### config.mk
export PLATFORM = sky130hd
export DESIGN_NAME = program_loader_flat
export DESIGN_NICKNAME = d
export VERILOG_FILES = /design/src/rtl/mips_pkg.sv /design/src/rtl/program_loader_if.sv /design/src/rtl/program_loader_byte_packer.sv /design/src/rtl/program_loader.sv /design/src/flat_wrapper.sv
export SDC_FILE = /design/constraint.sdc
export NUM_CORES = 1
export LEC_CHECK = 0
export CAP_MARGIN = 0
export CORE_MARGIN = 3
export CORE_UTILIZATION = 49
export CTS_BUF_LIST = sky130_fd_sc_hd__clkbuf_16
export DETAILED_ROUTE_END_ITERATION = 16
export PLACE_DENSITY = 0.86
export SETUP_SLACK_MARGIN = 0.5
export SLEW_MARGIN = 15
export SYNTH_ARGS = -nofsm -noshare
export SYNTH_HDL_FRONTEND = slang
export SYNTH_SLANG_ARGS = --single-unit
### constraint.sdc
create_clock -name i_clock -period 2.5 [get_ports i_clock]
set_clock_uncertainty 0.15 [all_clocks]
set_input_delay 0.5 -clock i_clock [delete_from_list [all_inputs] [get_ports i_clock]]
set_output_delay 0.5 -clock i_clock [all_outputs]
set_load 0.005 [all_outputs]
### src/rtl/mips_pkg.sv
// Shared constants for the MIPS front end: bus widths, HALT opcode and
// program-loader state encoding.
package mips_pkg;

  localparam int unsigned DEF_DATA_WIDTH = 32;
  localparam int unsigned DEF_BYTE_WIDTH = 8;
  localparam int unsigned DEF_SIZEOP     = 6;

  // Same opcode the instruction memory decodes as end-of-program.
  localparam logic [5:0] HALT_OP = 6'b111111;

  localparam int unsigned STATE_W = 3;
  typedef logic [STATE_W-1:0] state_t;

  localparam state_t IDLE  = 3'd0;
  localparam state_t LOAD  = 3'd1;
  localparam state_t DRAIN = 3'd2;
  localparam state_t DONE  = 3'd3;
  localparam state_t ERROR = 3'd4;

  function automatic logic is_halt(input logic [5:0] opcode);
    return opcode == HALT_OP;
  endfunction

endpackage

### src/rtl/program_loader_if.sv
// Byte-stream input and memory load-port output bundle of the program loader.
interface program_loader_if #(
  parameter int unsigned DATA_WIDTH = mips_pkg::DEF_DATA_WIDTH,
  parameter int unsigned BYTE_WIDTH = mips_pkg::DEF_BYTE_WIDTH
);

  logic                  i_start;
  logic [BYTE_WIDTH-1:0] i_rx_data;
  logic                  i_rx_valid;
  logic [DATA_WIDTH-1:0] o_instruccion;
  logic [DATA_WIDTH-1:0] o_address;
  logic                  o_loading;
  logic [DATA_WIDTH-1:0] o_word_count;
  logic                  o_done;
  logic                  o_error;

  // master: byte source / session controller; slave: the loader itself
  modport master (
    output i_start, i_rx_data, i_rx_valid,
    input  o_instruccion, o_address, o_loading, o_word_count, o_done, o_error
  );

  modport slave (
    input  i_start, i_rx_data, i_rx_valid,
    output o_instruccion, o_address, o_loading, o_word_count, o_done, o_error
  );

endinterface

### src/rtl/program_loader_byte_packer.sv
// Packs a big-endian byte stream into words; pulses word_valid_c on the
// cycle the last byte of a word is presented.
module byte_packer #(
  parameter int unsigned DATA_WIDTH = mips_pkg::DEF_DATA_WIDTH,
  parameter int unsigned BYTE_WIDTH = mips_pkg::DEF_BYTE_WIDTH
) (
  input  logic                  i_clock,
  input  logic                  i_reset,
  input  logic                  clear,
  input  logic                  byte_en,
  input  logic [BYTE_WIDTH-1:0] byte_data,
  output logic                  word_valid_c,
  output logic [DATA_WIDTH-1:0] word_c
);

  localparam int unsigned BYTES_PER_WORD = DATA_WIDTH / BYTE_WIDTH;
  localparam int unsigned CNT_W          = $clog2(BYTES_PER_WORD);
  localparam int unsigned HELD_W         = DATA_WIDTH - BYTE_WIDTH;

  logic [CNT_W-1:0]  byte_cnt;
  logic [HELD_W-1:0] shift_reg;

  // Only the bytes still needed for the current word are kept.
  assign word_c       = {shift_reg, byte_data};
  assign word_valid_c = byte_en && (byte_cnt == CNT_W'(BYTES_PER_WORD - 1));

  always_ff @(posedge i_clock) begin
    if (i_reset || clear) begin
      byte_cnt  <= '0;
      shift_reg <= '0;
    end else if (byte_en) begin
      shift_reg <= word_c[HELD_W-1:0];
      byte_cnt  <= word_valid_c ? '0 : byte_cnt + CNT_W'(1);
    end
  end

endmodule

### src/rtl/program_loader.sv
// Writer side of the instruction-memory load port: packs UART bytes into
// instructions, writes consecutive words and stops at the first HALT.
module program_loader #(
  parameter int unsigned DATA_WIDTH = mips_pkg::DEF_DATA_WIDTH,
  parameter int unsigned BYTE_WIDTH = mips_pkg::DEF_BYTE_WIDTH,
  parameter int unsigned MEM_DEPTH  = 32,
  parameter int unsigned SIZEOP     = mips_pkg::DEF_SIZEOP
) (
  input logic             i_clock,
  input logic             i_reset,
  program_loader_if.slave bus
);

  import mips_pkg::*;

  state_t state;
  state_t state_next;

  logic                  word_valid_c;
  logic [DATA_WIDTH-1:0] word_c;
  logic                  full_c;
  logic                  start_accept_c;
  logic                  byte_en_c;
  logic                  halt_c;

  logic                  loading_d;
  logic                  done_d;
  logic                  error_d;

  logic [DATA_WIDTH-1:0] instr_q;
  logic [DATA_WIDTH-1:0] address_q;
  logic [DATA_WIDTH-1:0] word_count_q;
  logic                  loading_q;
  logic                  done_q;
  logic                  error_q;

  assign full_c         = word_count_q == DATA_WIDTH'(MEM_DEPTH);
  assign start_accept_c = bus.i_start && (state == IDLE || state == DONE || state == ERROR);
  // A byte arriving with the memory already full is dropped, not packed.
  assign byte_en_c      = (state == LOAD) && bus.i_rx_valid && !full_c;
  assign halt_c         = is_halt(6'(word_c[DATA_WIDTH-1 -: SIZEOP]));

  byte_packer #(
    .DATA_WIDTH (DATA_WIDTH),
    .BYTE_WIDTH (BYTE_WIDTH)
  ) u_packer (
    .i_clock      (i_clock),
    .i_reset      (i_reset),
    .clear        (start_accept_c),
    .byte_en      (byte_en_c),
    .byte_data    (bus.i_rx_data),
    .word_valid_c (word_valid_c),
    .word_c       (word_c)
  );

  always_ff @(posedge i_clock) begin
    if (i_reset) state <= IDLE;
    else         state <= state_next;
  end

  always_comb begin
    state_next = state;
    unique case (state)
      IDLE, DONE, ERROR: if (bus.i_start) state_next = LOAD;
      LOAD: begin
        if (bus.i_rx_valid && full_c)     state_next = ERROR;
        else if (word_valid_c && halt_c)  state_next = DRAIN;
      end
      DRAIN:   state_next = DONE;
      default: state_next = IDLE;
    endcase
  end

  // Status levels are decoded from the upcoming state and then registered.
  always_comb begin
    loading_d = 1'b0;
    done_d    = 1'b0;
    error_d   = 1'b0;
    unique case (state_next)
      LOAD, DRAIN: loading_d = 1'b1;
      DONE:        done_d    = 1'b1;
      ERROR:       error_d   = 1'b1;
      default:     ;
    endcase
  end

  always_ff @(posedge i_clock) begin
    if (i_reset) begin
      instr_q      <= '0;
      address_q    <= '0;
      word_count_q <= '0;
      loading_q    <= 1'b0;
      done_q       <= 1'b0;
      error_q      <= 1'b0;
    end else begin
      loading_q <= loading_d;
      done_q    <= done_d;
      error_q   <= error_d;
      if (start_accept_c) begin
        address_q    <= '0;
        word_count_q <= '0;
      end else if (word_valid_c) begin
        instr_q      <= word_c;
        address_q    <= word_count_q;
        word_count_q <= word_count_q + DATA_WIDTH'(1);
      end
    end
  end

  assign bus.o_instruccion = instr_q;
  assign bus.o_address     = address_q;
  assign bus.o_word_count  = word_count_q;
  assign bus.o_loading     = loading_q;
  assign bus.o_done        = done_q;
  assign bus.o_error       = error_q;

endmodule

### src/flat_wrapper.sv
// flat-port wrapper written by rule: the top's interface ports become plain ports
module program_loader_flat import mips_pkg::*;
#(
  parameter int unsigned DATA_WIDTH = mips_pkg::DEF_DATA_WIDTH,
  parameter int unsigned BYTE_WIDTH = mips_pkg::DEF_BYTE_WIDTH,
  parameter int unsigned MEM_DEPTH  = 32,
  parameter int unsigned SIZEOP     = mips_pkg::DEF_SIZEOP
)
  (i_clock, i_reset, bus_i_start, bus_i_rx_data, bus_i_rx_valid, bus_o_instruccion, bus_o_address, bus_o_loading, bus_o_word_count, bus_o_done, bus_o_error);
  program_loader_if #(.DATA_WIDTH(DATA_WIDTH), .BYTE_WIDTH(BYTE_WIDTH)) bus_i ();
  input logic i_clock;
  input logic i_reset;
  input wire logic [$bits(bus_i.i_start)-1:0] bus_i_start;
  input wire logic [$bits(bus_i.i_rx_data)-1:0] bus_i_rx_data;
  input wire logic [$bits(bus_i.i_rx_valid)-1:0] bus_i_rx_valid;
  output wire logic [$bits(bus_i.o_instruccion)-1:0] bus_o_instruccion;
  output wire logic [$bits(bus_i.o_address)-1:0] bus_o_address;
  output wire logic [$bits(bus_i.o_loading)-1:0] bus_o_loading;
  output wire logic [$bits(bus_i.o_word_count)-1:0] bus_o_word_count;
  output wire logic [$bits(bus_i.o_done)-1:0] bus_o_done;
  output wire logic [$bits(bus_i.o_error)-1:0] bus_o_error;
  assign bus_i.i_start = bus_i_start;
  assign bus_i.i_rx_data = bus_i_rx_data;
  assign bus_i.i_rx_valid = bus_i_rx_valid;
  assign bus_o_instruccion = bus_i.o_instruccion;
  assign bus_o_address = bus_i.o_address;
  assign bus_o_loading = bus_i.o_loading;
  assign bus_o_word_count = bus_i.o_word_count;
  assign bus_o_done = bus_i.o_done;
  assign bus_o_error = bus_i.o_error;
  program_loader #(.DATA_WIDTH(DATA_WIDTH), .BYTE_WIDTH(BYTE_WIDTH), .MEM_DEPTH(MEM_DEPTH), .SIZEOP(SIZEOP)) u_core (.i_clock(i_clock), .i_reset(i_reset), .bus(bus_i));
endmodule
==> metrics.md, run 1 <==
| Metric | Value |
|---|---|
| Gpl congestion | `around 0.85` |
| Antenna viol nets, final | `0` |
| Pwr Density | `553 nW/um^2` |
| Critical path class | `register to register` |
| Fmax | `412 MHz` |
| Synth warnings | `0` |
| Post-synth ARST share | `0%` |
| Register area share after synthesis | `50.7%` |
| Die outline height | `roughly 110 um` |
| R2R Path Start | `u_core.bus.o_word_count[0]$_SDFFE_PP0P_` |
| Total CTS buffers | `17` |
| Post-synth cell types | `between 40 and 50` |
| Data arrival, critical path | `about 2.6 ns` |
| Hold/Removal Path Class | `register to register` |
| Fin Hold WS | `between 0.3 and 0.4 ns` |
| FF-to-FF path depth | `10` |
| WL final | `around 25000 um` |
| Area added between synthesis and finish | `76.1%` |
| Post-synth EDFFs | `0` |
| Setup WS pre-CTS | `-0.191 ns` |
| Top cells by count, synth | `149 x nand2_1, 128 x dfxtp_1, 74 x a21oi_1` |
| Dominant cell type by area after synthesis | `dfxtp_1` |
| Inst Count DP | `approximately 850` |
| Post-Synthesis Cells | `619` |
| Port Buffers | `110` |
| Leak | `roughly 3.3 nW` |
| Drt first pass iters | `8` |
| Starting Density | `~51%` |
| H-tree levels | `4` |
| Most frequent cell after synthesis | `nand2_1` |
| Maxcap violations | `0` |
| Reg clk slew, reported paths | `0.06 ns` |
| DIE AREA | `11600 um^2` |
| WL per Instance | `about 27 um` |
| Layout Nets | `approximately 820` |
| Design Power | `approximately 4.9 mW` |
| Post-synth top flop | `dfxtp_1` |
| Top cells by area, synth | `dfxtp_1 51%, nand2_1 11%, a21oi_1 7.3%, o21ai_0 4.2%, nand3_1 3.8%` |
| Fin cells | `950` |
| CP Capture Type | `register` |
| Worst slew pin tran | `a little under 0.6 ns` |
| Die W | `between 100 and 150 um` |
| Syn nets | `about 630` |
| Io pins | `between 100 and 150` |
| Post-synth top area share | `50.7%` |
| Mapped cell area | `~5100 um^2` |
| Std cell rows | `36` |
| Hold Crit Depth | `2` |
| # DRC | `0` |
| CTS tree | `built` |
| Share of layout cells above drive strength 1 | `around two fifths` |
| Hpwl dp | `9540 um` |
| # clock sinks | `between 100 and 150` |
| Initial antenna violation count | `0` |
| Slew Viols, Final | `0` |
| #FFs+latches synth | `128` |
| Ant diodes | `0` |
| Post-route minimum period | `about 2.4 ns` |
| Fin worst setup slack | `roughly 0.07 ns` |
| Syn Area/Cell | `about 8 um^2` |
| Final setup violation count | `0` |
| First-pass GRT wire length | `roughly 29000 um` |
| CTS max path bufs | `2` |
| Clock latency on the worst-skew pair | `roughly 0.43 ns` |
| Critical path launch point | `u_core.bus.o_word_count[0]$_SDFFE_PP0P_` |
| Grt ovf | `0` |
| Worst path required time | `around 2.7 ns` |
| Critical Path Start Type | `register` |
| Worst vdd ir | `approximately 0.55 mV` |
| RSZ-0062 raised after global routing | `yes` |
| Hold path startpoint | `u_core.bus.o_address[10]$_SDFFE_PP0P_` |
| Crit path max fanout | `8` |
| Largest net degree at the start of global routing | `52` |
| Post-DR vias/cell | `roughly 6.7` |
| Core box area | `approximately 9900 um^2` |
| Period utilisation layout | `97.2%` |
| Vias in the first global route | `~5600` |
| GRT Util Overall | `32.6%` |
| Slew headroom | `60.5%` |
| Status | `finished, final reports clean` |
| Fill cells | `347` |
| Final Util | `89.8%` |
| Vias post-DR | `between 6000 and 7000` |
| Clock root buffer | `clkbuf_16` |
| Initial DRC Count | `between 1000 and 1500` |
| Final Hold Viols | `0` |
stage by stage:
step           instance area (um^2)  TNS [ns]
2_1_floorplan                  5090         0
6_report                       8900         0
4_1_cts                        7900         0
3_3_place_gp                   6460    -0.506
5_1_grt                        8900         0
3_5_place_dp                   6460     -1.88
metal layers:
| metal | vias to the layer above | wire length [um] | global-route usage (%) |
|---|---|---|---|
| met5 | - | 0 | 0 |
| met4 | 0 | 2110 | 18.3 |
| met3 | 221 | 3130 | 8.22 |
| met2 | 664 | 11300 | 52.8 |
| met1 | 3000 | 8890 | 39.3 |
| li1 | 2522 | - | - |
cell families (layout without fill, tap and decap cells):
group / count (synthesis) / in the layout / share of synthesized area (%)
and+or+nand+nor: 288 / 288 / 27.2
AOI/OAI and AO/OA: 134 / 134 / 14.1
DFF: 128 / 128 / 50.7
buffers and inverters: 51 / 249 / 4.51
xor gates and xnor gates: 11 / 11 / 1.91
muxes: 4 / 4 / 0.792
adders and majority gates: 3 / 3 / 0.743
worst paths after layout:
path                                           endpoint  slack [ns]
setup / recovery   u_core.bus.o_address[2]$_SDFFE_PP0P_        0.07
hold / removal    u_core.bus.o_address[10]$_SDFFE_PP0P_        0.32
setup reg to reg   u_core.bus.o_address[2]$_SDFFE_PP0P_        0.07
hold reg to reg   u_core.bus.o_address[10]$_SDFFE_PP0P_        0.32
critical path: stages (launching register included):
cell and delay [ns]:
dfxtp_4 0.36, inv_2 0.09, ha_4 0.16, nor4b_4 0.25, nand4_1 0.20, buf_4 0.21, o21ai_4 0.28, buf_8 0.21
clkbuf_16 0.18, a22oi_1 0.08, nor2_1 0.17
cells in the final DEF, fill, tap and decap left out, types with 17 or more instances in the layout:
cell type / count
o21ai_1: 17
a21oi_2: 53
dfxtp_4: 22
dfxtp_1: 94
clkdlybuf4s50_1: 86
buf_4: 56
o21ai_0: 22
nand3_1: 36
nand2_1: 96
a21oi_1: 20
nor2_1: 22
clkbuf_16: 22
nand2_4: 42
timing repair:
item	in CTS	in global routing
pin swaps	34	104
cloned	7	8
endpoints found under the setup margin	152	130
hold buffers	0	0
resized for setup	152	178
endpoints found under the hold margin	0	0
buffers inserted	30	22
area by class of cell:
type                       count  area, um^2  share of cell area (%)
clock inverter                15         200                    2.25
timing repair buffer         208        2310                    26.0
sequential                   128        2660                    29.9
clock buffer                  17         425                    4.78
inverter                       9        36.3                   0.408
tap                          133         166                    1.87
multi-input combinational    440        3100                    34.8
power by group:
group / leakage [nW] / internal [mW] / total, mW / switching (mW)
Clock: 0.303 / 1.74 / 2.70 / 0.955
Combinational: 1.91 / 0.0736 / 0.194 / 0.120
Sequential: 1.06 / 2.02 / 2.03 / 0.00770
Note: power is estimated with default switching activity, not from simulation.
==> run 2, diff against run 1 <==
--- a/config.mk
+++ b/config.mk
@@ -6,11 +6,14 @@
 export NUM_CORES = 1
 export LEC_CHECK = 0
 export CAP_MARGIN = 0
+export CELL_PAD_IN_SITES_DETAIL_PLACEMENT = 2
+export CELL_PAD_IN_SITES_GLOBAL_PLACEMENT = 2
 export CORE_MARGIN = 3
-export CORE_UTILIZATION = 49
+export CORE_UTILIZATION = 29
 export CTS_BUF_LIST = sky130_fd_sc_hd__clkbuf_16
 export DETAILED_ROUTE_END_ITERATION = 16
-export PLACE_DENSITY = 0.86
+export PLACE_DENSITY = 0.87
+export REMOVE_ABC_BUFFERS = 1
 export SETUP_SLACK_MARGIN = 0.5
 export SLEW_MARGIN = 15
 export SYNTH_ARGS = -nofsm -noshare
==> metrics.md, run 2 (synthesis gave the netlist of run 1 again) <==
| Metric | Value |
|---|---|
| Status | `finished, final reports clean (unchanged)` |
| Share of layout cells above drive strength 1 | `36.3% (was 38.9%)` |
| FF-to-FF path depth | `9 (was 10)` |
| Reg clk slew, reported paths | `0.06 ns (about the same)` |
| Drt first pass iters | `5 (was 8)` |
| Data arrival, critical path | `2.63 ns (about the same)` |
| Critical path class | `register to register (unchanged)` |
| Layout Nets | `828 (was 819)` |
| Total CTS buffers | `17 (unchanged)` |
| Commonest non-fill, non-tap cell in the layout | `nand2_1 (unchanged)` |
| Post-route minimum period | `2.43 ns (about the same)` |
| Area added between synthesis and finish | `72.9% (was 76.1%)` |
| Fill cells | `1734 (was 347)` |
| Pwr Density | `551 nW/um^2 (was 553 nW/um^2)` |
| Std cell rows | `47 (was 36)` |
| Switch Pwr | `1.17 mW (was 1.08 mW)` |
| Vias post-DR | `5840 (was 6407)` |
| Maxcap violations | `0 (unchanged)` |
| Clock power share | `53.6% (was 54.8%)` |
| Hold buffers post-CTS | `0 (unchanged)` |
| Largest net degree at the start of global routing | `47 (was 52)` |
| Initial DRC Count | `340 (was 1050)` |
| Worst vdd ir | `0.535 mV (was 0.553 mV)` |
| Die outline height | `138 um (was 108 um)` |
| Critical Path Stages | `9 (was 10)` |
| Post-DR vias/cell | `5.58 (was 6.74)` |
| Logic pwr share | `3.8% (was 3.9%)` |
| Final Hold Viols | `0 (unchanged)` |
| Port Buffers | `110 (unchanged)` |
| # DRC | `0 (unchanged)` |
| Die W | `138 um (was 108 um)` |
| Slew headroom | `61.6% (was 60.5%)` |
| # clock sinks | `128 (unchanged)` |
| Design Power | `4.81 mW (was 4.92 mW)` |
| CP Capture Type | `register (unchanged)` |
| Io pins | `111 (unchanged)` |
| Hold Crit Depth | `2 (unchanged)` |
| Clock root buffer | `clkbuf_16 (unchanged)` |
| Crit path max fanout | `9 (was 8)` |
| CP top delay family | `simple AND/OR/NAND/NOR gates (was buffers and inverters)` |
| Starting Density | `30.0% (was 51.0%)` |
| Period utilisation layout | `97.4% (was 97.2%)` |
| CTS max path bufs | `2 (unchanged)` |
| WL final | `29500 um (was 25500 um)` |
| CP peak stage delay | `0.36 ns (about the same)` |
| Switching share of power | `24.3% (was 22.0%)` |
| Worst slew pin tran | `0.576 ns (was 0.592 ns)` |
| Worst path slowest cell | `nor4_2 (was dfxtp_4)` |
| Antenna viol nets, final | `0 (unchanged)` |
| Clock latency on the worst-skew pair | `0.44 ns (was 0.43 ns)` |
| DP Area | `6700 um^2 (was 6460 um^2)` |
| Hpwl dp | `13300 um (was 9540 um)` |
| Critical Path Start Type | `register (unchanged)` |
| Hold/Removal Path Class | `register to register (unchanged)` |
| Cell area after layout | `8740 um^2 (was 8900 um^2)` |
| Final setup violation count | `0 (unchanged)` |
| Slew Viols, Final | `0 (unchanged)` |
| Sequential Power Share | `42.5% (was 41.3%)` |
| Crit path buf inv count | `4 (unchanged)` |
| Fmax | `411 MHz (was 412 MHz)` |
| Grt ovf | `0 (unchanged)` |
| Commonest non-fill, non-tap cells in the layout | `117 x nand2_1, 90 x dfxtp_1, 69 x clkdlybuf4s50_1 (was 96 x nand2_1, 94 x dfxtp_1, 86 x clkdlybuf4s50_1)` |
| Vias in the first global route | `6191 (was 5567)` |
| Crit-path cells | `buf_4 > nor4_2 > nand4_1 > buf_4 > o21ai_4 > buf_12 > buf_12 > nand2_1 > a21oi_1 (was inv_2 > ha_4 > nor4b_4 > nand4_1 > buf_4 > o21ai_4 > buf_8 > clkbuf_16 > a22oi_1 > nor2_1)` |
| First-pass GRT wire length | `36300 um (was 29300 um)` |
| WL per Instance | `28.2 um (was 26.8 um)` |
| Leak | `3.32 nW (was 3.26 nW)` |
| GRT Util Overall | `24.1% (was 32.6%)` |
| CTS tree | `built (unchanged)` |
| Cell Int Power | `3.64 mW (was 3.84 mW)` |
| Worst path required time | `2.69 ns (was 2.70 ns)` |
| DIE AREA | `19000 um^2 (was 11600 um^2)` |
| H-tree levels | `4 (unchanged)` |
| Gpl congestion | `0.903 (was 0.845)` |
| Initial antenna violation count | `1 (was 0)` |
| Post-route setup TNS | `0 ns (unchanged)` |
| Core box area | `16800 um^2 (was 9910 um^2)` |
| RSZ-0062 raised after global routing | `yes (unchanged)` |
-- run 2: changes by cell type in the layout (fill, tap and decap cells not counted), sizes merged, moves of 4 or more --
cell	change
clkdlybuf4s50	-17
dlygate4sd2	+11
buf	+10
dlymetal6s2s	+6
clkinv	+4
-- run 2: what timing repair did --
| item | in CTS | in global routing |
|---|---|---|
| cloned | 2 | 4 |
| resized for setup | 120 | 175 |
| pin swaps | 14 | 85 |
| buffers inserted | 25 | 24 |
| setup endpoints to repair | 157 | 143 |
-- run 2: cell type report --
cell class / instances / area [um^2] / share of cell area [%]
clock buffers: 17 / 425 / 4.87
repair buffers: 217 / 2240 / 25.6
diodes: 1 / 2.50 / 0.0286
well taps: 220 / 275 / 3.15
clock inverters: 15 / 150 / 1.72
inverters: 9 / 33.8 / 0.387
flip-flops and latches: 128 / 2630 / 30.1
multi-input cells: 440 / 2980 / 34.1
-- run 2: per-stage QoR --
step           hold WS, ns  setup slack (ns)  cells  utilization [%]
2_1_floorplan        0.276             -1.71    577                -
3_3_place_gp         0.292            -0.155    959             39.8
3_5_place_dp         0.300            -0.230    959             39.8
4_1_cts              0.311             0.368   1018             46.4
5_1_grt              0.328           0.00394   1047             51.9
6_report             0.314            0.0653   1047             51.9
-- run 2: worst reg2reg max path, cell delays in order, from the launching register on --
cell and delay [ns]:
dfxtp_2 0.33, buf_4 0.13, nor4_2 0.36, nand4_1 0.26, buf_4 0.22, o21ai_4 0.20
buf_12 0.20, buf_12 0.14, nand2_1 0.08, a21oi_1 0.25
-- run 2: worst paths after layout --
check                                                  from                                   endpoint  slack [ns]
setup reg to reg   u_core.bus.o_word_count[13]$_SDFFE_PP0P_       u_core.bus.o_address[3]$_SDFFE_PP0P_        0.07
hold / removal    u_core.bus.o_instruccion[14]$_SDFFE_PP0P_  u_core.bus.o_instruccion[14]$_SDFFE_PP0P_        0.31
hold reg to reg   u_core.bus.o_instruccion[14]$_SDFFE_PP0P_  u_core.bus.o_instruccion[14]$_SDFFE_PP0P_        0.31
setup / recovery   u_core.bus.o_word_count[13]$_SDFFE_PP0P_       u_core.bus.o_address[3]$_SDFFE_PP0P_        0.07
-- run 2: metal layers --
layer / wire, um / GRT usage (%) / share of wire (%) / up-vias
met1: 11200 / 26.3 / 38 / 2991
li1: - / - / - / 2532
met2: 15400 / 42.9 / 52 / 228
met5: 0 / 0 / 0 / -
met4: 1460 / 11.4 / 5.0 / 0
met3: 1460 / 7.08 / 4.9 / 89
-- run 2: power by group through the flow --
stage | Sequential (mW) | Combinational, mW | Clock, mW
CTS | 2.05 | 0.160 | 2.51
detailed placement | 2.10 | 0.137 | 0
global route | 2.05 | 0.195 | 2.71
finish | 2.05 | 0.183 | 2.58
global placement | 2.10 | 0.129 | 0
floorplan | 2.10 | 0.0547 | 0
==> run 3, diff against run 2 <==
--- a/config.mk
+++ b/config.mk
@@ -5,7 +5,6 @@
 export SDC_FILE = /design/constraint.sdc
 export NUM_CORES = 1
 export LEC_CHECK = 0
-export CAP_MARGIN = 0
 export CELL_PAD_IN_SITES_DETAIL_PLACEMENT = 2
 export CELL_PAD_IN_SITES_GLOBAL_PLACEMENT = 2
 export CORE_MARGIN = 3
@@ -14,7 +13,7 @@
 export DETAILED_ROUTE_END_ITERATION = 16
 export PLACE_DENSITY = 0.87
 export REMOVE_ABC_BUFFERS = 1
-export SETUP_SLACK_MARGIN = 0.5
+export SETUP_SLACK_MARGIN = 0.15
 export SLEW_MARGIN = 15
 export SYNTH_ARGS = -nofsm -noshare
 export SYNTH_HDL_FRONTEND = slang
==> metrics.md, run 3 (synthesis gave the netlist of run 1 again) <==
| Metric | Value |
|---|---|
| # DRC | `0 (unchanged)` |
| Storage element area | `2560 um^2 (was 2630 um^2)` |
| Crit path max fanout | `6 (was 9)` |
| Fmax | `422 MHz (was 411 MHz)` |
| Critical Path Most Common Cell | `buf_4` |
| CTS max path bufs | `2 (unchanged)` |
| Setup WS pre-CTS | `-0.230 ns (unchanged)` |
| Hpwl dp | `13300 um (unchanged)` |
| Post-DR vias/cell | `5.22 (was 5.58)` |
| Met2 Usage GRT | `36.2% (was 42.9%)` |
| Inst Count DP | `959 (unchanged)` |
| CP Capture Type | `register (unchanged)` |
| Routing usage on met3 | `6.77% (was 7.08%)` |
| Critical path class | `primary input to register (was register to register)` |
| WL final | `20400 um (was 29500 um)` |
| Vias in the first global route | `5745 (was 6191)` |
| DP Area | `6700 um^2 (unchanged)` |
| Worst vdd ir | `0.461 mV (was 0.535 mV)` |
| Worst path slowest cell | `clkdlybuf4s50_1 (was nor4_2)` |
| Initial antenna violation count | `0 (was 1)` |
| Total CTS buffers | `17 (unchanged)` |
| Maxcap violations | `0 (unchanged)` |
| Commonest non-fill, non-tap cells in the layout | `149 x nand2_1, 128 x dfxtp_1, 110 x clkdlybuf4s50_1 (was 117 x nand2_1, 90 x dfxtp_1, 69 x clkdlybuf4s50_1)` |
| Final Hold Viols | `0 (unchanged)` |
| H-tree levels | `4 (unchanged)` |
| First-pass GRT wire length | `31300 um (was 36300 um)` |
| Die outline height | `138 um (unchanged)` |
| Clock latency on the worst-skew pair | `0.43 ns (was 0.44 ns)` |
| Fin cells | `995 (was 1047)` |
| Critical Path Start Type | `primary input (was register)` |
| DIE AREA | `19000 um^2 (unchanged)` |
| Status | `finished, final reports clean (unchanged)` |
| Initial DRC Count | `295 (was 340)` |
| Period utilisation layout | `94.7% (was 97.4%)` |
| Drt first pass iters | `4 (was 5)` |
| Antenna viol nets, final | `0 (unchanged)` |
| Io pins | `111 (unchanged)` |
| RSZ-0062 raised after global routing | `yes (unchanged)` |
| Fin Hold WS | `0.307 ns (was 0.314 ns)` |
| Worst path required time | `2.70 ns (was 2.69 ns)` |
| Crit path buf inv count | `3 (was 4)` |
| # clock sinks | `128 (unchanged)` |
| WL per Instance | `20.5 um (was 28.2 um)` |
| Leak | `2.47 nW (was 3.32 nW)` |
| CP top delay family | `simple AND/OR/NAND/NOR gates (unchanged)` |
| Final setup violation count | `0 (unchanged)` |
| Flop2flop setup slack | `0.16 ns (was 0.07 ns)` |
| Data arrival, critical path | `2.57 ns (was 2.63 ns)` |
| Vias post-DR | `5196 (was 5840)` |
| Multi-input logic area | `2330 um^2 (was 2980 um^2)` |
| Gpl congestion | `0.903 (unchanged)` |
| Final Util | `43.7% (was 51.9%)` |
| Die W | `138 um (unchanged)` |
| Fin worst setup slack | `0.133 ns (was 0.0653 ns)` |
| Starting Density | `30.0% (unchanged)` |
| Critical path launch point | `bus_i_rx_valid (was u_core.bus.o_word_count[13]$_SDFFE_PP0P_)` |
| Met1 Usage GRT | `22.5% (was 26.3%)` |
| Clock root buffer | `clkbuf_16 (unchanged)` |
| Ant diodes | `0 (was 1)` |
| Port Buffers | `110 (unchanged)` |
| R2R Path Start | `u_core.bus.o_word_count[1]$_SDFFE_PP0P_ (was u_core.bus.o_word_count[13]$_SDFFE_PP0P_)` |
| Share of layout cells above drive strength 1 | `12.9% (was 36.3%)` |
| Slew Viols, Final | `0 (unchanged)` |
| Design Power | `4.66 mW (was 4.81 mW)` |
| Post-route setup TNS | `0 ns (unchanged)` |
| Crit-path cells | `clkdlybuf4s50_1 > and4bb_1 > buf_4 > and3_1 > nand4_1 > buf_4 > or3_1 > a21oi_1 (was buf_4 > nor4_2 > nand4_1 > buf_4 > o21ai_4 > buf_12 > buf_12 > nand2_1 > a21oi_1)` |
| Std cell rows | `47 (unchanged)` |
| Gr busiest metal | `met2 (unchanged)` |
| Cell area after layout | `7350 um^2 (was 8740 um^2)` |
| Core box area | `16800 um^2 (unchanged)` |
| CP peak stage delay | `0.48 ns (was 0.36 ns)` |
| Grt ovf | `0 (unchanged)` |
| Reg clk slew, reported paths | `0.06 ns (about the same)` |
| Layout Nets | `777 (was 828)` |
| Pwr Density | `634 nW/um^2 (was 551 nW/um^2)` |
| Hold path startpoint | `u_core.u_packer.shift_reg[17]$_SDFFE_PP0P_ (was u_core.bus.o_instruccion[14]$_SDFFE_PP0P_)` |
| Area added between synthesis and finish | `45.5% (was 72.9%)` |
| Slew headroom | `70.7% (was 61.6%)` |
| Commonest non-fill, non-tap cell in the layout | `nand2_1 (unchanged)` |
| Hold/Removal Path Class | `register to register (unchanged)` |
| Post-route minimum period | `2.37 ns (was 2.43 ns)` |
| Worst slew pin tran | `0.440 ns (was 0.576 ns)` |
| Fill cells | `1823 (was 1734)` |
| CTS tree | `built (unchanged)` |
| Largest net degree at the start of global routing | `51 (was 47)` |
| GRT Util Overall | `20.2% (was 24.1%)` |
==> run 3: cell types whose count changed in the layout (fill, tap and decap cells not counted), moves of 14 or more <==
cell             change
dlygate4sd2_1       -27
nand2_1             +32
nand2_4             -28
dfxtp_1             +38
a21oi_2             -42
buf_6               -19
dlymetal6s2s_1      -14
buf_4               -18
clkdlybuf4s50_1     +41
dfxtp_2             -31
a21oi_1             +43
==> run 3: where the power goes <==
group	leakage, nW	internal [mW]	switching (mW)	total [mW]
logic	1.16	0.0456	0.0951	0.141
registers	1.03	2.05	0.00589	2.05
clock network	0.275	1.54	0.930	2.47
total	2.47	3.63	1.03	4.66
==> run 3: final cells by class <==
| cell class | count | share of cell area, % |
|---|---|---|
| clock buffer | 17 | 5.79 |
| tap | 220 | 3.74 |
| multi-input combinational | 440 | 31.7 |
| clock inverter | 15 | 2.04 |
| sequential | 128 | 34.8 |
| timing repair buffer | 166 | 21.4 |
| inverter | 9 | 0.459 |
==> run 3: what timing repair did <==
| action | CTS | global route |
|---|---|---|
| pin swaps | 2 | 3 |
| endpoints found under the setup margin | 63 | 87 |
| hold buffers | 0 | 0 |
| setup buffers | 1 | 3 |
| resized for setup | 2 | 10 |
==> run 3: final timing paths <==
path / end / cells after the start
worst min register to register: u_core.bus.o_instruccion[25]$_SDFFE_PP0P_ / 2
worst max register to register: u_core.bus.o_address[26]$_SDFFE_PP0P_ / 9
worst min-delay path: u_core.bus.o_instruccion[25]$_SDFFE_PP0P_ / 2
worst max-delay path: u_core.bus.o_word_count[21]$_SDFFE_PP0P_ / 8
==> run 3: worst register-to-register path: cells and delay by family, from the launching register on <==
family	cells	cell delay, ns
adders and majority gates	1	0.23
and+or+nand+nor	3	0.61
buffers and inverters	3	0.52
DFF	1	0.32
AOI/OAI and AO/OA	2	0.36
==> run 3: layer usage <==
layer	part of all wire, %	up-vias
met1	41	2600
met2	52	138
met5	0	-
li1	-	2418
met3	4.8	40
met4	2.4	0
==> RTL change, RTL diff (flow settings as in run 3) <==
Reset style: asynchronous (`i_reset`), changed in 2 clocked blocks.
--- a/src/rtl/program_loader.sv
+++ b/src/rtl/program_loader.sv
@@ -54,5 +54,5 @@
   );
 
-  always_ff @(posedge i_clock) begin
+  always_ff @(posedge i_clock or posedge i_reset) begin
     if (i_reset) state <= IDLE;
     else         state <= state_next;
@@ -85,5 +85,5 @@
   end
 
-  always_ff @(posedge i_clock) begin
+  always_ff @(posedge i_clock or posedge i_reset) begin
     if (i_reset) begin
       instr_q      <= '0;
Function: differs if i_reset is asserted again (counterexample within 4 cycles, from zero or initial values and one cycle with i_reset high); with i_reset held inactive, the same outputs for 10 cycles.
==> RTL change against run 3 <==
- critical path depth decreased by 2
- maximum frequency is 0.66% higher
- design area is 8.1% higher
- cell count down 8.5%
- non-clock buffer count shrank 3
- setup slack improved by 15 ps
- area after synthesis grew 7.8%
- via count is 11% lower
- worst hold slack better by 40 ps
- routed wire length shrank 9.5%
- sequential cell count stayed put
- critical endpoint is now u_core.bus.o_word_count[18]$_DFFE_PP0P_
- largest cell class unchanged
Power is not compared: it rests on default switching activity, and its combinational part moved more than twofold at a synthesized area within 25%.
==> RTL change: results <==
routing:
  wl_met2_um: 9970
  routed_wl_um: 18500
  wl_met3_um: 956
  wl_met1_um: 7310
  drtIter0Drc: 156
  post_drt_wl_per_cell_um: 20.3
setup_path:
  ff2ff_path_depth: 6
  path_max_fanout: 7
synth:
  yosysSeqAreaShare_pct: 56.4
  yosys-top-cells-area: "dfrtp_1, dfxtp_1, mux2_2"
  yosysUniqueCellTypes: 51
  synth-compound-area-share_pct: 5.97
  synth_xor_xnor_area_share_pct: 2.25
  synth_common_cells: "dfrtp_1, nand2_1, nor2_1"
  synth_ff_type: "dfrtp_1"
  syn_avg_cell_area_um2: 10.7
worst_hold_path:
  whs_path_depth: 1
global_route:
  grtUsageMet3_pct: 5.53
  grt_pass1_vias: 5259
clocking:
  postCtsSetupRepairBufs: 2
  cts_resized: 5
timing:
  tightest_slew_ps: 582
final_layout:
  fin_nets: 683
  regArea_um2: 3070
placement:
  gp_congestion: 0.834
  place_ws_ps: -328
status:
  status: "completed"
-- RTL change: changes by cell type after synthesis, moves of 23 or more --
cell,delta
mux2_2,+32
nand3_1,-25
mux2i_1,+30
dfrtp_1,+102
dfxtp_1,-102
a21oi_1,-69
nand2_1,-59
nor2_1,+23
-- RTL change: path summary, 6_finish.rpt --
| check | startpoint | end | slack [ps] |
|---|---|---|---|
| setup / recovery | u_core.bus.o_word_count[7]$_DFFE_PP0P_ | u_core.bus.o_word_count[18]$_DFFE_PP0P_ | 150 |
| hold / removal | u_core.u_packer.shift_reg[17]$_SDFFE_PP0P_ | u_core.bus.o_instruccion[25]$_DFFE_PP0P_ | 350 |
| setup reg to reg | u_core.bus.o_word_count[7]$_DFFE_PP0P_ | u_core.bus.o_word_count[18]$_DFFE_PP0P_ | 150 |
| hold reg to reg | u_core.u_packer.shift_reg[17]$_SDFFE_PP0P_ | u_core.bus.o_instruccion[25]$_DFFE_PP0P_ | 350 |
| max in group asynchronous | i_reset | u_core.bus.o_instruccion[5]$_DFFE_PP0P_ | 1330 |
| min in group asynchronous | i_reset | u_core.bus.o_address[7]$_DFFE_PP0P_ | 430 |
-- RTL change: critical path, cell delays in order, from the launching register on --
cell and delay [ps]:
dfrtp_1 360, buf_4 160, nand4_1 230, or4_2 820, nor3b_2 270, xnor2_1 170
nor2_1 60
-- RTL change: cell type report --
cell class                      instances  share of cell area (%)
Clock buffer                           17                    5.35
Clock inverter                         15                    2.30
Inverter                                8                   0.409
Multi-Input combinational cell        350                    29.4
Sequential cell                       128                    38.7
Tap cell                              229                    3.61
Timing Repair Buffer                  163                    20.2
